===== config.mk =====
export PLATFORM = sky130hd
export DESIGN_NAME = bus_mux_flat
export DESIGN_NICKNAME = d
export VERILOG_FILES = /design/src/rtl/bus_mux_if.sv /design/src/rtl/bus_mux.sv /design/src/flat_wrapper.sv
export SDC_FILE = /design/constraint.sdc
export NUM_CORES = 1
export LEC_CHECK = 0
export ABC_CLOCK_PERIOD_IN_PS = 2400
export BUFFER_PORTS_ARGS = -buffer_cell sky130_fd_sc_hd__buf_2
export CAP_MARGIN = 10
export CORE_MARGIN = 2
export CORE_UTILIZATION = 40
export CTS_BUF_LIST = sky130_fd_sc_hd__clkbuf_4
export DETAILED_ROUTE_END_ITERATION = 6
export PLACE_DENSITY = 0.83
export RECOVER_POWER = 25
export SYNTH_ARGS = -nofsm -noshare
export SYNTH_HDL_FRONTEND = slang
export SYNTH_SLANG_ARGS = --single-unit

===== constraint.sdc =====
create_clock -name clk -period 2.4 [get_ports clk]
set_clock_uncertainty 0.1 [all_clocks]
set_input_delay 0.12 -clock clk [delete_from_list [all_inputs] [get_ports clk]]
set_output_delay 0.12 -clock clk [all_outputs]
set_load 0.01 [all_outputs]

===== src/rtl/bus_mux_if.sv =====
// Shared-channel bundle between the arbiter/timer stage, the requesting
// ports and the bus_mux data-path stage.
interface bus_mux_if #(
  parameter int NUM_PORTS  = 3,
  parameter int DATA_WIDTH = 32,
  parameter int PORT_WIDTH = 2,
  parameter int CNT_WIDTH  = 8
);
  logic [0:NUM_PORTS-1]            grant;
  logic                            active;
  logic [0:NUM_PORTS-1]            in_valid;
  logic [0:NUM_PORTS-1]            in_ready;
  logic [NUM_PORTS*DATA_WIDTH-1:0] in_data;
  logic                            out_valid;
  logic                            out_ready;
  logic [DATA_WIDTH-1:0]           out_data;
  logic [PORT_WIDTH-1:0]           out_port;
  logic                            busy;
  logic                            tenure_done;
  logic [CNT_WIDTH-1:0]            beat_count;
  logic                            grant_err;

  // Environment side: arbiter, requesting ports and channel sink.
  modport master (
    output grant, active, in_valid, in_data, out_ready,
    input  in_ready, out_valid, out_data, out_port, busy, tenure_done,
           beat_count, grant_err
  );

  // Mux side.
  modport slave (
    input  grant, active, in_valid, in_data, out_ready,
    output in_ready, out_valid, out_data, out_port, busy, tenure_done,
           beat_count, grant_err
  );
endinterface


===== src/rtl/bus_mux.sv =====
// bus_mux: routes the granted port's valid/ready stream onto one shared
// channel through a one-entry output register, and counts beats per tenure.
module bus_mux #(
  parameter int NUM_PORTS  = 3,
  parameter int DATA_WIDTH = 32,
  parameter int PORT_WIDTH = 2,
  parameter int CNT_WIDTH  = 8
) (
  input logic      clk,
  input logic      rst,
  bus_mux_if.slave bus
);
  // state | meaning
  // IDLE  | no owner; waiting for a clean one-hot grant
  // OWN   | owner latched; owner's beats flow into the output register
  // DRAIN | grant withdrawn; waiting for the buffered beat to leave
  typedef enum logic [1:0] {
    IDLE  = 2'd0,
    OWN   = 2'd1,
    DRAIN = 2'd2
  } state_t;

  state_t                state_q, state_d;
  logic [PORT_WIDTH-1:0] owner_q, owner_d;
  logic [CNT_WIDTH-1:0]  run_cnt_q;
  logic [CNT_WIDTH-1:0]  beat_count_q;
  logic                  out_valid_q;
  logic [DATA_WIDTH-1:0] out_data_q;
  logic [PORT_WIDTH-1:0] out_port_q;

  logic [0:NUM_PORTS-1]  owner_mask;
  logic [0:NUM_PORTS-1]  in_ready_c;
  logic [PORT_WIDTH-1:0] grant_idx;
  logic [DATA_WIDTH-1:0] owner_data;
  logic                  owner_granted;
  logic                  owner_valid;
  logic                  extra_grant;
  logic                  room;
  logic                  accept;
  logic                  claim;
  logic                  finish;
  logic                  grant_err_c;

  // Decode the incoming grant and select the current owner's lanes.
  always_comb begin
    grant_idx  = '0;
    owner_mask = '0;
    owner_data = '0;
    for (int i = 0; i < NUM_PORTS; i++) begin
      if (bus.grant[i]) grant_idx = PORT_WIDTH'(i);
      owner_mask[i] = (owner_q == PORT_WIDTH'(i));
      if (owner_q == PORT_WIDTH'(i)) owner_data = bus.in_data[i*DATA_WIDTH +: DATA_WIDTH];
    end
  end

  // A drop of either the owner's grant bit or active ends the tenure and
  // blocks any transfer in that same cycle.
  assign owner_granted = |(bus.grant & owner_mask) & bus.active;
  assign owner_valid   = |(bus.in_valid & owner_mask);
  assign extra_grant   = |(bus.grant & ~owner_mask);
  assign room          = ~out_valid_q | bus.out_ready;

  // Next-state, handshake and pulse decode.
  always_comb begin
    state_d     = state_q;
    owner_d     = owner_q;
    in_ready_c  = '0;
    accept      = 1'b0;
    claim       = 1'b0;
    finish      = 1'b0;
    grant_err_c = 1'b0;
    case (state_q)
      IDLE: begin
        if (bus.active) begin
          if ($onehot(bus.grant)) begin
            claim   = 1'b1;
            owner_d = grant_idx;
            state_d = OWN;
          end else begin
            grant_err_c = 1'b1;
          end
        end
      end
      OWN: begin
        grant_err_c = extra_grant;
        if (owner_granted) begin
          if (room) in_ready_c = owner_mask;
          accept = room & owner_valid;
        end else begin
          state_d = DRAIN;
        end
      end
      DRAIN: begin
        if (room) begin
          finish  = 1'b1;
          state_d = IDLE;
        end
      end
      default: state_d = IDLE;
    endcase
  end

  // State and owner registers.
  always_ff @(posedge clk) begin
    if (rst) begin
      state_q <= IDLE;
      owner_q <= '0;
    end else begin
      state_q <= state_d;
      owner_q <= owner_d;
    end
  end

  // Output register and per-tenure beat accounting.
  always_ff @(posedge clk) begin
    if (rst) begin
      out_valid_q  <= 1'b0;
      out_data_q   <= '0;
      out_port_q   <= '0;
      run_cnt_q    <= '0;
      beat_count_q <= '0;
    end else begin
      if (accept) begin
        out_valid_q <= 1'b1;
        out_data_q  <= owner_data;
        out_port_q  <= owner_q;
      end else if (out_valid_q && bus.out_ready) begin
        out_valid_q <= 1'b0;
      end
      if (claim) begin
        run_cnt_q <= '0;
      end else if (accept && (run_cnt_q != '1)) begin
        run_cnt_q <= run_cnt_q + 1'b1;
      end
      if (finish) beat_count_q <= run_cnt_q;
    end
  end

  // Combinational handshakes and pulses stay quiet while reset is held.
  assign bus.in_ready    = rst ? '0 : in_ready_c;
  assign bus.grant_err   = ~rst & grant_err_c;
  assign bus.tenure_done = ~rst & finish;
  assign bus.busy        = (state_q != IDLE);
  assign bus.out_valid   = out_valid_q;
  assign bus.out_data    = out_data_q;
  assign bus.out_port    = out_port_q;
  assign bus.beat_count  = beat_count_q;
endmodule


===== src/flat_wrapper.sv =====
// flat-port wrapper written by rule: the top's interface ports become plain ports
module bus_mux_flat 
#(
  parameter int NUM_PORTS  = 3,
  parameter int DATA_WIDTH = 32,
  parameter int PORT_WIDTH = 2,
  parameter int CNT_WIDTH  = 8
)
  (clk, rst, bus_grant, bus_active, bus_in_valid, bus_in_data, bus_out_ready, bus_in_ready, bus_out_valid, bus_out_data, bus_out_port, bus_busy, bus_tenure_done, bus_beat_count, bus_grant_err);
  bus_mux_if #(.NUM_PORTS(NUM_PORTS), .DATA_WIDTH(DATA_WIDTH), .PORT_WIDTH(PORT_WIDTH), .CNT_WIDTH(CNT_WIDTH)) bus_i ();
  input logic clk;
  input logic rst;
  input wire logic [$bits(bus_i.grant)-1:0] bus_grant;
  input wire logic [$bits(bus_i.active)-1:0] bus_active;
  input wire logic [$bits(bus_i.in_valid)-1:0] bus_in_valid;
  input wire logic [$bits(bus_i.in_data)-1:0] bus_in_data;
  input wire logic [$bits(bus_i.out_ready)-1:0] bus_out_ready;
  output wire logic [$bits(bus_i.in_ready)-1:0] bus_in_ready;
  output wire logic [$bits(bus_i.out_valid)-1:0] bus_out_valid;
  output wire logic [$bits(bus_i.out_data)-1:0] bus_out_data;
  output wire logic [$bits(bus_i.out_port)-1:0] bus_out_port;
  output wire logic [$bits(bus_i.busy)-1:0] bus_busy;
  output wire logic [$bits(bus_i.tenure_done)-1:0] bus_tenure_done;
  output wire logic [$bits(bus_i.beat_count)-1:0] bus_beat_count;
  output wire logic [$bits(bus_i.grant_err)-1:0] bus_grant_err;
  assign bus_i.grant = bus_grant;
  assign bus_i.active = bus_active;
  assign bus_i.in_valid = bus_in_valid;
  assign bus_i.in_data = bus_in_data;
  assign bus_i.out_ready = bus_out_ready;
  assign bus_in_ready = bus_i.in_ready;
  assign bus_out_valid = bus_i.out_valid;
  assign bus_out_data = bus_i.out_data;
  assign bus_out_port = bus_i.out_port;
  assign bus_busy = bus_i.busy;
  assign bus_tenure_done = bus_i.tenure_done;
  assign bus_beat_count = bus_i.beat_count;
  assign bus_grant_err = bus_i.grant_err;
  bus_mux #(.NUM_PORTS(NUM_PORTS), .DATA_WIDTH(DATA_WIDTH), .PORT_WIDTH(PORT_WIDTH), .CNT_WIDTH(CNT_WIDTH)) u_core (.clk(clk), .rst(rst), .bus(bus_i));
endmodule

# == Word level (Yosys, flattened, before mapping) ==
# Index checks and enable logic that the tools add are counted.
# word_totals
regBits,55
inputBits,106
word_cells,69
output_inout_bits,49
# op_classes
bitwise_logic,11
mux,26
n_reduce_logical,12
n_addsub,3
n_eq_ne,10
# op_table
cell,count
$mux 32,3
$mux 1,12
$mux 3,4
$mux 2,5
$and 3x3->3,3
$reduce_or 3->1,3
$add 8x1->8 const B,1
$ne 8x8->1 const B,1
$eq 2x1->1 const B,3
$pmux 2 s3,1
$and 1x1->1,4
$eq 2x2->1 const B,2
$logic_not 2->1,2
$ne 2x1->1 const B,2
$ne 2x2->1 const B,2
$reduce_and 4->1,1
$reduce_bool 2->1,2
$not 3->3,1
$reduce_and 3->1,1
$add 1x1->2,1
$add 2x1->2,1
$logic_and 1x1->1,2
$not 1->1,2
$pmux 1 s2,1
2 further kinds,2

# == Depth between registers and ports, before layout ==
# Gate-level depths: netlist of the first run.
# depth
word_depth,7
mapped_depth,9
depth_no_buf,6

# == Worst setup path before layout of the first run ==
# No wires, ideal clock.
# synth_path
path_type,input-to-reg
startpoint,input port bus_grant[0]
endpoint,register u_core.run_cnt_q[2]
setup_time_ns,0.134
arrival_ns,1.707
path_stages,6
required_ns,2.166
setup_slack_ns,0.458
n_path_buf,1
cell_sequence,fa_1 or3b_2 nor2_1 or2_2 clkbuf_1 o41ai_2
# synth_via
elab_chain_len,7
word_cells_on_any_way,13
cone_classes,add/sub: 2; eq/ne: 1; mux: 5; bitwise: 2; reduce/logical: 3
# synth_lines
item,line,source
start: declaration,flat_wrapper.sv:13,input wire logic [$bits(bus_i.grant)-1:0] bus_grant;
$add 1x1->2 (not written as such),bus_mux.sv:75,if ($onehot(bus.grant)) begin
$add 2x1->2 (not written as such),bus_mux.sv:75,
$eq 2x1->1,bus_mux.sv:75,
$mux 1,bus_mux.sv:75,
$mux 1,bus_mux.sv:74,if (bus.active) begin
$mux 1,bus_mux.sv:72,case (state_q)
$reduce_or 2->1 (no source line),n/a,
end signal: assignment,bus_mux.sv:133,run_cnt_q <= run_cnt_q + 1'b1;
end: declaration,bus_mux.sv:25,logic [CNT_WIDTH-1:0] run_cnt_q;
# Parallel ways exist; a longest one is shown, timed or not.
# A chain may end at the register's enable or synchronous reset.

# == Final worst setup path of the first run ==
# Same ends and word-level chain as after synthesis.

==> summary.md, run 1 <==
| Metric | Value |
|---|---|
| Crit-path max FO | `5` |
| Total half-perimeter wirelength after legalization and detailed placement | `6.04 mm` |
| Global-route total usage across every layer | `23.0%` |
| Worst vdd rail ir drop | `0.204 mV` |
| Post-synthesis cell type with the largest combined area | `dfxtp_1` |
| Antenna-violating nets left | `0` |
| M1 GR Usage | `24.6%` |
| Share of layout cells above drive strength 1 | `30.2%` |
| Critical path data required time | `2.58 ns` |
| Syn Nets | `457` |
| Run status | `finished clean` |
| Data arrival time of the worst path | `2.48 ns` |
| Global-route track usage on met3 | `3.64%` |
| Critical-path cell list | `dlygate4sd3_1, buf_2, fa_1, or3b_2, nor2_2, nor2_1, o311ai_1, o41ai_2` |
| Total inserted antenna cells | `0` |
| Setup tns final | `0 ns` |
| Final weighted congestion in routability-driven placement | `0.762` |
| Rel. slew slack | `56.4%` |
| Area taken by flip-flops and latches | `1100 um2` |
| Count of different cell masters after synthesis | `39` |
| Total CTS buffers | `5` |
| Fill cell total of the finished layout | `646` |
| Routed length per placed instance | `14.3 um` |
| Nature of the critical path endpoint | `flop` |
| Post-CTS setup buffer count | `0` |
| Largest net degree at the start of global routing | `35` |
| Global-route wire length before repair | `14.2 mm` |
| TritonCTS clock tree | `yes` |
| Die outline area | `7850 um2` |
| Critical path's largest stage delay | `0.56 ns` |
| Post-synthesis cell count | `349` |
| Chip height | `88.6 um` |
| DRT Pass-1 Iters | `4` |
| Cell type of the slowest stage on the worst timing path | `fa_1` |
| Count of boundary I/O pins | `155` |
| Non-filler instance count after layout | `623` |
| Share of synthesized area occupied by flip-flops and latches | `38.5%` |
| Setup repair after global routing missed its margin | `false` |
| Post-DP Area | `3710 um2` |
| Number of cells in the design after placement | `580` |
| DRC violations left | `0` |
| Type of the most critical hold path | `in -> reg` |
| Most area-consuming cells after synthesis | `dfxtp_1 (38%), mux2i_1 (15%), nor2_1 (10%), a211oi_1 (8.9%), nor3_1 (5.8%)` |
| Depth of the CTS H-tree | `2` |
| Hold violation count in the final report | `0` |
| GR peak layer | `met2` |
| Layout Nets | `634` |
| Synth-to-layout area growth | `44.1%` |
| Final cycle utilization of the critical path | `96.0%` |
| Synth warnings | `0` |
| Clock slew seen by the registers of the worst setup and hold paths | `0.17 ns` |
| Initial core utilization | `41.7%` |
| Port Buffer Count | `154` |
| Number of DRC markers in iteration 0 | `127` |
| Floorplan die width | `88.6 um` |
| Buffers from clock root to sink, at most | `2` |
| Total detailed-routing wirelength | `8.89 mm` |
| Setup Crit Path Kind | `in -> reg` |
| Synth top area share | `38.5%` |
| Worst path top cell family by delay | `simple AND/OR/NAND/NOR gates` |
| Area of the multi-input gates | `1630 um2` |
| Total number of vias | `3,242` |
| Vias per Instance | `5.20` |
| Leakage power | `1.70 nW` |
| Antenna violations before repair | `0` |
| Clock network latency to the later pin of the worst-skew pair | `0.38 ns` |
| Via count of the first global-routing pass | `3,212` |
| Setup Viol. Count Final | `0` |
| Area of the core | `6870 um2` |
| Final worst path period need | `2.30 ns` |
| Syn Area/Cell | `8.20 um2` |
| CTS sink cnt | `55` |
| Global-route track usage on met2 | `45.5%` |
| Startpoint class of the critical path | `input port` |
| Post-route cell area | `4130 um2` |
| Max-slew violation count | `0` |
| FMAX | `434 MHz` |
| Clock tree root driver cell | `clkbuf_4` |
| Num rows | `30` |
| Buf+Inv Stages, Crit Path | `2` |
| Post-synthesis instance area | `2860 um2` |
| Max-cap violations | `0` |
| Overall Power | `1.76 mW` |
| Gr ovfl total | `0` |
| Actual transition at the worst max-transition pin | `0.654 ns` |
| Post-synthesis sequential element count | `55` |
| Pwr/cell area | `428 nW/um2` |
-- final cells by class --
type                    count  share of cell area [%]
multi-input cells         261                    39.6
repair buffers            201                    28.6
flip-flops and latches     55                    26.7
well taps                  96                    2.91
clock inverters             3                    1.15
clock buffers               5                   0.910
inverters                   2                   0.182
-- worst min-delay path: stages --
cell      delay, ns
buf_2          0.08
mux2i_1        0.05
nor2_1         0.08
a211oi_1       0.05
nor3_1         0.11
-- cells in the mapped netlist --
master,count
o31ai_1,4
buf_2,14
o21a_1,1
mux2i_1,42
and3_1,5
and4b_1,1
nand3b_1,3
a211oi_1,34
nor3_1,33
ha_1,1
dfxtp_1,55
buf_1,1
nor4_1,2
nand2_1,8
nor4b_1,1
a21oi_1,13
o41ai_2,1
o21ai_1,2
o2bb2ai_2,1
nor3b_1,2
nor2b_1,4
or2_2,2
o21ai_2,1
nand4_1,1
buf_4,1
o21ai_0,1
o31a_1,1
or4_1,2
o311ai_1,1
inv_1,2
nand2b_1,3
or3_1,2
fa_1,1
clkbuf_1,15
a31oi_1,1
nor2_1,80
or3b_2,1
nand3_1,5
o21bai_1,1
-- logic make-up (layout without fill, tap and decap cells) --
family	Yosys count	count (layout)	share of synthesized area [%]
compound gates	62	62	15.5
fa+ha+maj	2	2	1.14
buf+inv	33	211	5.07
flops	55	55	38.5
mux	42	42	14.7
simple gates	155	155	25.1
-- what timing repair did --
item,CTS,global route
endpoints found under the setup margin,0,2
hold buffers,35,0
hold endpoints to repair,36,0
resized for setup,0,2
-- metal layers --
metal / up-vias / share of wire (%)
li1: 1606 / -
met5: - / 0
met1: 1485 / 38
met2: 137 / 55
met4: 0 / 1.6
met3: 14 / 6.3
-- report_power, final --
part / switching, mW / internal [mW] / total (mW)
combinational: 0.144 / 0.164 / 0.308
sequential: 0.00800 / 0.923 / 0.931
clock: 0.300 / 0.225 / 0.526
total: 0.452 / 1.31 / 1.76
-- state kept, by name, summed over array words and instances, names as in the netlist --
name / flops
u_core.bus.beat_count: 8
u_core.bus.out_data: 32
u_core.bus.out_valid: 1
u_core.bus.out_port: 2
u_core.state_q: 2
u_core.run_cnt_q: 8
u_core.owner_q: 2
-- path summary, 6_finish.rpt --
| check | startpoint | to | slack [ns] | cells after the start |
|---|---|---|---|---|
| setup / recovery | bus_grant[0] | u_core.run_cnt_q[2] | 0.1 | 8 |
| hold / removal | bus_in_data[27] | u_core.bus.out_data[27] | 0.05 | 5 |
| hold reg to reg | u_core.bus.out_port[1] | u_core.bus.out_port[1] | 0.37 | 2 |
| setup reg to reg | u_core.owner_q[0] | u_core.run_cnt_q[7] | 0.34 | 6 |
-- cell usage in the layout, fill, tap and decap left out, drive strengths merged, types with 3 or more instances in the layout --
master,synthesis,final
a211oi,34,34
a21oi,13,13
and3,5,5
buf,16,140
clkbuf,15,31
dfxtp,55,55
dlygate4sd3,0,35
inv,2,3
mux2i,42,42
nand2,8,8
nand2b,3,3
nand3,5,5
nand3b,3,3
nor2,80,80
nor2b,4,4
nor3,33,33
o21ai,4,4
o31ai,4,4
-- per-stage QoR --
stage / util, % / hold slack (ns) / worst slack, ns
floorplan: - / 0.156 / 0.458
global placement: 54.1 / 0.299 / 0.294
detailed placement: 54.1 / 0.315 / 0.232
CTS: 60.4 / 0.0414 / 0.106
global route: 60.1 / 0.0640 / 0.0150
finish: 60.1 / 0.0485 / 0.0953
(Power assumes the default switching activity.)
==> run 2, diff against run 1 <==
--- a/config.mk
+++ b/config.mk
@@ -6,13 +6,13 @@
 export NUM_CORES = 1
 export LEC_CHECK = 0
 export ABC_CLOCK_PERIOD_IN_PS = 2400
-export BUFFER_PORTS_ARGS = -buffer_cell sky130_fd_sc_hd__buf_2
 export CAP_MARGIN = 10
 export CORE_MARGIN = 2
 export CORE_UTILIZATION = 40
 export CTS_BUF_LIST = sky130_fd_sc_hd__clkbuf_4
 export DETAILED_ROUTE_END_ITERATION = 6
-export PLACE_DENSITY = 0.83
+export DONT_BUFFER_PORTS = 1
+export PLACE_DENSITY = 0.64
 export RECOVER_POWER = 25
 export SYNTH_ARGS = -nofsm -noshare
 export SYNTH_HDL_FRONTEND = slang
==> summary.md, run 2 (synthesis gave the netlist of run 1 again) <==
| Metric | Value |
|---|---|
| Max-slew violation count | `0 (unchanged)` |
| Sum of met2 wire segment lengths after detailed routing | `4.96 mm (was 4.85 mm)` |
| Floorplan die width | `88.6 um (unchanged)` |
| Utilization after layout | `57.4% (was 60.1%)` |
| Count of boundary I/O pins | `155 (unchanged)` |
| Final worst path period need | `2.21 ns (was 2.30 ns)` |
| Worst Hold Margin | `-0.00835 ns (was 0.0485 ns)` |
| Setup repair after global routing missed its margin | `false (unchanged)` |
| TritonCTS clock tree | `yes (unchanged)` |
| Chip height | `88.6 um (unchanged)` |
| Fill cell total of the finished layout | `609 (was 646)` |
| Num rows | `30 (unchanged)` |
| Area of the multi-input gates | `1620 um2 (was 1630 um2)` |
| Hold violation count in the final report | `1 (was 0)` |
| Nature of the critical path endpoint | `flop (unchanged)` |
| Number of cells in the design after placement | `427 (was 580)` |
| Clock tree root driver cell | `clkbuf_4 (unchanged)` |
| Via count of the first global-routing pass | `3,009 (was 3,212)` |
| Total inserted antenna cells | `0 (unchanged)` |
| Actual transition at the worst max-transition pin | `0.584 ns (was 0.654 ns)` |
| Clock network latency to the later pin of the worst-skew pair | `0.37 ns (was 0.38 ns)` |
| Crit-path max FO | `9 (was 5)` |
| Cell type of the slowest stage on the worst timing path | `dlygate4sd3_1 (was fa_1)` |
| Number of flip-flops in the largest register | `32 (unchanged)` |
| Critical Path Most Common Cell | `nor2_1` |
| Pint | `1.21 mW (was 1.31 mW)` |
| Synth-to-layout area growth | `37.7% (was 44.1%)` |
| Routed length per placed instance | `18.3 um (was 14.3 um)` |
| Data arrival time of the worst path | `2.39 ns (was 2.48 ns)` |
| FMAX | `452 MHz (was 434 MHz)` |
| Port Buffer Count | `0 (was 154)` |
| Critical-path cell list | `or3b_2, nor2_1, mux2i_1, nor2_1, dlygate4sd3_1 (was dlygate4sd3_1, buf_2, fa_1, or3b_2, nor2_2, nor2_1, o311ai_1, o41ai_2)` |
| Die outline area | `7850 um2 (unchanged)` |
| Global-route wire length before repair | `14.6 mm (was 14.2 mm)` |
| Area taken by flip-flops and latches | `1100 um2 (about the same)` |
| Vias per Instance | `5.60 (was 5.20)` |
| Total number of vias | `2,953 (was 3,242)` |
| Critical path's largest stage delay | `0.54 ns (was 0.56 ns)` |
| Antenna violations before repair | `0 (unchanged)` |
| Antenna-violating nets left | `0 (unchanged)` |
| Number of DRC markers in iteration 0 | `106 (was 127)` |
| Initial core utilization | `41.7% (unchanged)` |
| Worst vdd rail ir drop | `0.229 mV (was 0.204 mV)` |
| DRT Pass-1 Iters | `4 (unchanged)` |
| Setup Viol. Count Final | `0 (unchanged)` |
| Most used cells in the layout excluding fill and tap cells | `dlygate4sd3_1 (91), nor2_1 (80), dfxtp_1 (54), mux2i_1 (42), a211oi_1 (34) (was buf_2 (128), nor2_1 (79), dfxtp_1 (54), mux2i_1 (42), dlygate4sd3_1 (35))` |
| Share of layout cells above drive strength 1 | `6.73% (was 30.2%)` |
| Violations in the final reports | `hold timing` |
| Clock slew seen by the registers of the worst setup and hold paths | `0.15 ns (was 0.17 ns)` |
| Largest net degree at the start of global routing | `50 (was 35)` |
| Depth of the CTS H-tree | `2 (unchanged)` |
| Detail Route met3 WL | `672 um (was 559 um)` |
| Final critical-path setup slack | `0.189 ns (was 0.0953 ns)` |
| Gr ovfl total | `0 (unchanged)` |
| Total CTS buffers | `5 (unchanged)` |
| Most common cell after layout, fill and taps aside | `dlygate4sd3_1 (was buf_2)` |
| Startpoint class of the critical path | `flop (was input port)` |
| Clock network fraction of total power | `24.8% (was 29.8%)` |
| Post-CTS setup buffer count | `0 (unchanged)` |
| Worst setup timing slack at the placement stage | `0.343 ns (was 0.232 ns)` |
| Total detailed-routing wirelength | `9.67 mm (was 8.89 mm)` |
| Total half-perimeter wirelength after legalization and detailed placement | `5.32 mm (was 6.04 mm)` |
| Non-filler instance count after layout | `527 (was 623)` |
| Max-cap violations | `0 (unchanged)` |
| Critical path data required time | `2.57 ns (was 2.58 ns)` |
| Rel. slew slack | `60.9% (was 56.4%)` |
| Combinational fraction of design power | `18.1% (was 17.4%)` |
| Highest metal layer used by the detailed router | `met4 (unchanged)` |
| Setup Crit Path Kind | `reg -> reg (was in -> reg)` |
| Sequential group share of total power | `57.1% (was 52.7%)` |
| Run status | `complete, but fails checks (was finished clean)` |
| Sw frac | `26.1% (was 25.6%)` |
| Pwr/cell area | `415 nW/um2 (was 428 nW/um2)` |
| Area of the core | `6870 um2 (unchanged)` |
| Final weighted congestion in routability-driven placement | `0.786 (was 0.762)` |
| CTS sink cnt | `55 (unchanged)` |
| Leakage power | `1.37 nW (was 1.70 nW)` |
| Post-Route M1 WL | `3.62 mm (was 3.34 mm)` |
| Buffers from clock root to sink, at most | `2 (unchanged)` |
| Final cycle utilization of the critical path | `92.1% (was 96.0%)` |
| Type of the most critical hold path | `in -> reg (unchanged)` |
| DRC violations left | `0 (unchanged)` |
| Layout Nets | `538 (was 634)` |
| Setup tns final | `0 ns (unchanged)` |
| Sw power | `0.427 mW (was 0.452 mW)` |
| Global-route total usage across every layer | `24.5% (was 23.0%)` |
==> run 2: cell count changes in the layout (fill, tap and decap cells not counted), moves of 2 or more <==
cell	change
buf_2	-128
dlygate4sd3_1	+56
clkinv_1	+2
clkbuf_1	-26
==> run 2: worst paths after layout <==
path	slack, ns	startpoint	cells past startpoint	endpoint
hold reg to reg	0.42	u_core.bus.out_port[1]	2	u_core.bus.out_port[1]
hold / removal	-0.008	bus_in_data[57]	4	u_core.bus.out_data[25]
setup reg to reg	0.19	u_core.state_q[0]	5	u_core.owner_q[0]
setup / recovery	0.19	u_core.state_q[0]	5	u_core.owner_q[0]
==> run 2: power groups by stage <==
stage | clock network, mW | logic [mW] | registers, mW
global route | 0.452 | 0.318 | 0.936
global placement | 0 | 0.137 | 0.954
CTS | 0.420 | 0.282 | 0.935
floorplan | 0 | 0.130 | 0.950
detailed placement | 0 | 0.140 | 0.955
finish | 0.406 | 0.297 | 0.934
==> run 2: cell type report <==
class / count / area share, %
inverter: 2 / 0.190
clock buffer: 6 / 1.14
sequential: 55 / 28.0
clock inverter: 2 / 0.190
tap: 96 / 3.05
multi-input combinational: 261 / 41.2
timing repair buffer: 105 / 26.2
==> run 2: stage by stage <==
stage	instance area (um2)	total power, mW
2_1_floorplan	2860	1.08
3_3_place_gp	2950	1.09
3_5_place_dp	2950	1.09
4_1_cts	3940	1.64
5_1_grt	3940	1.71
6_report	3940	1.64
==> run 2: critical path: cells and delay by family, from the launching register on <==
family	cells	cell delay, ns
buf+inv	1	0.54
flops	1	0.41
mux	1	0.22
simple gates	3	0.84
==> run 2: routing by layer <==
metal	GRT usage, %	vias to the layer above
li1	-	1403
met1	24.7	1368
met2	45.5	145
met3	7.28	37
met4	12.5	0
met5	0	-
==> run 2: timing repair <==
item	in CTS	in global routing
setup endpoints to repair	0	4
hold buffers	92	0
resized for setup	0	2
endpoints found under the hold margin	55	0
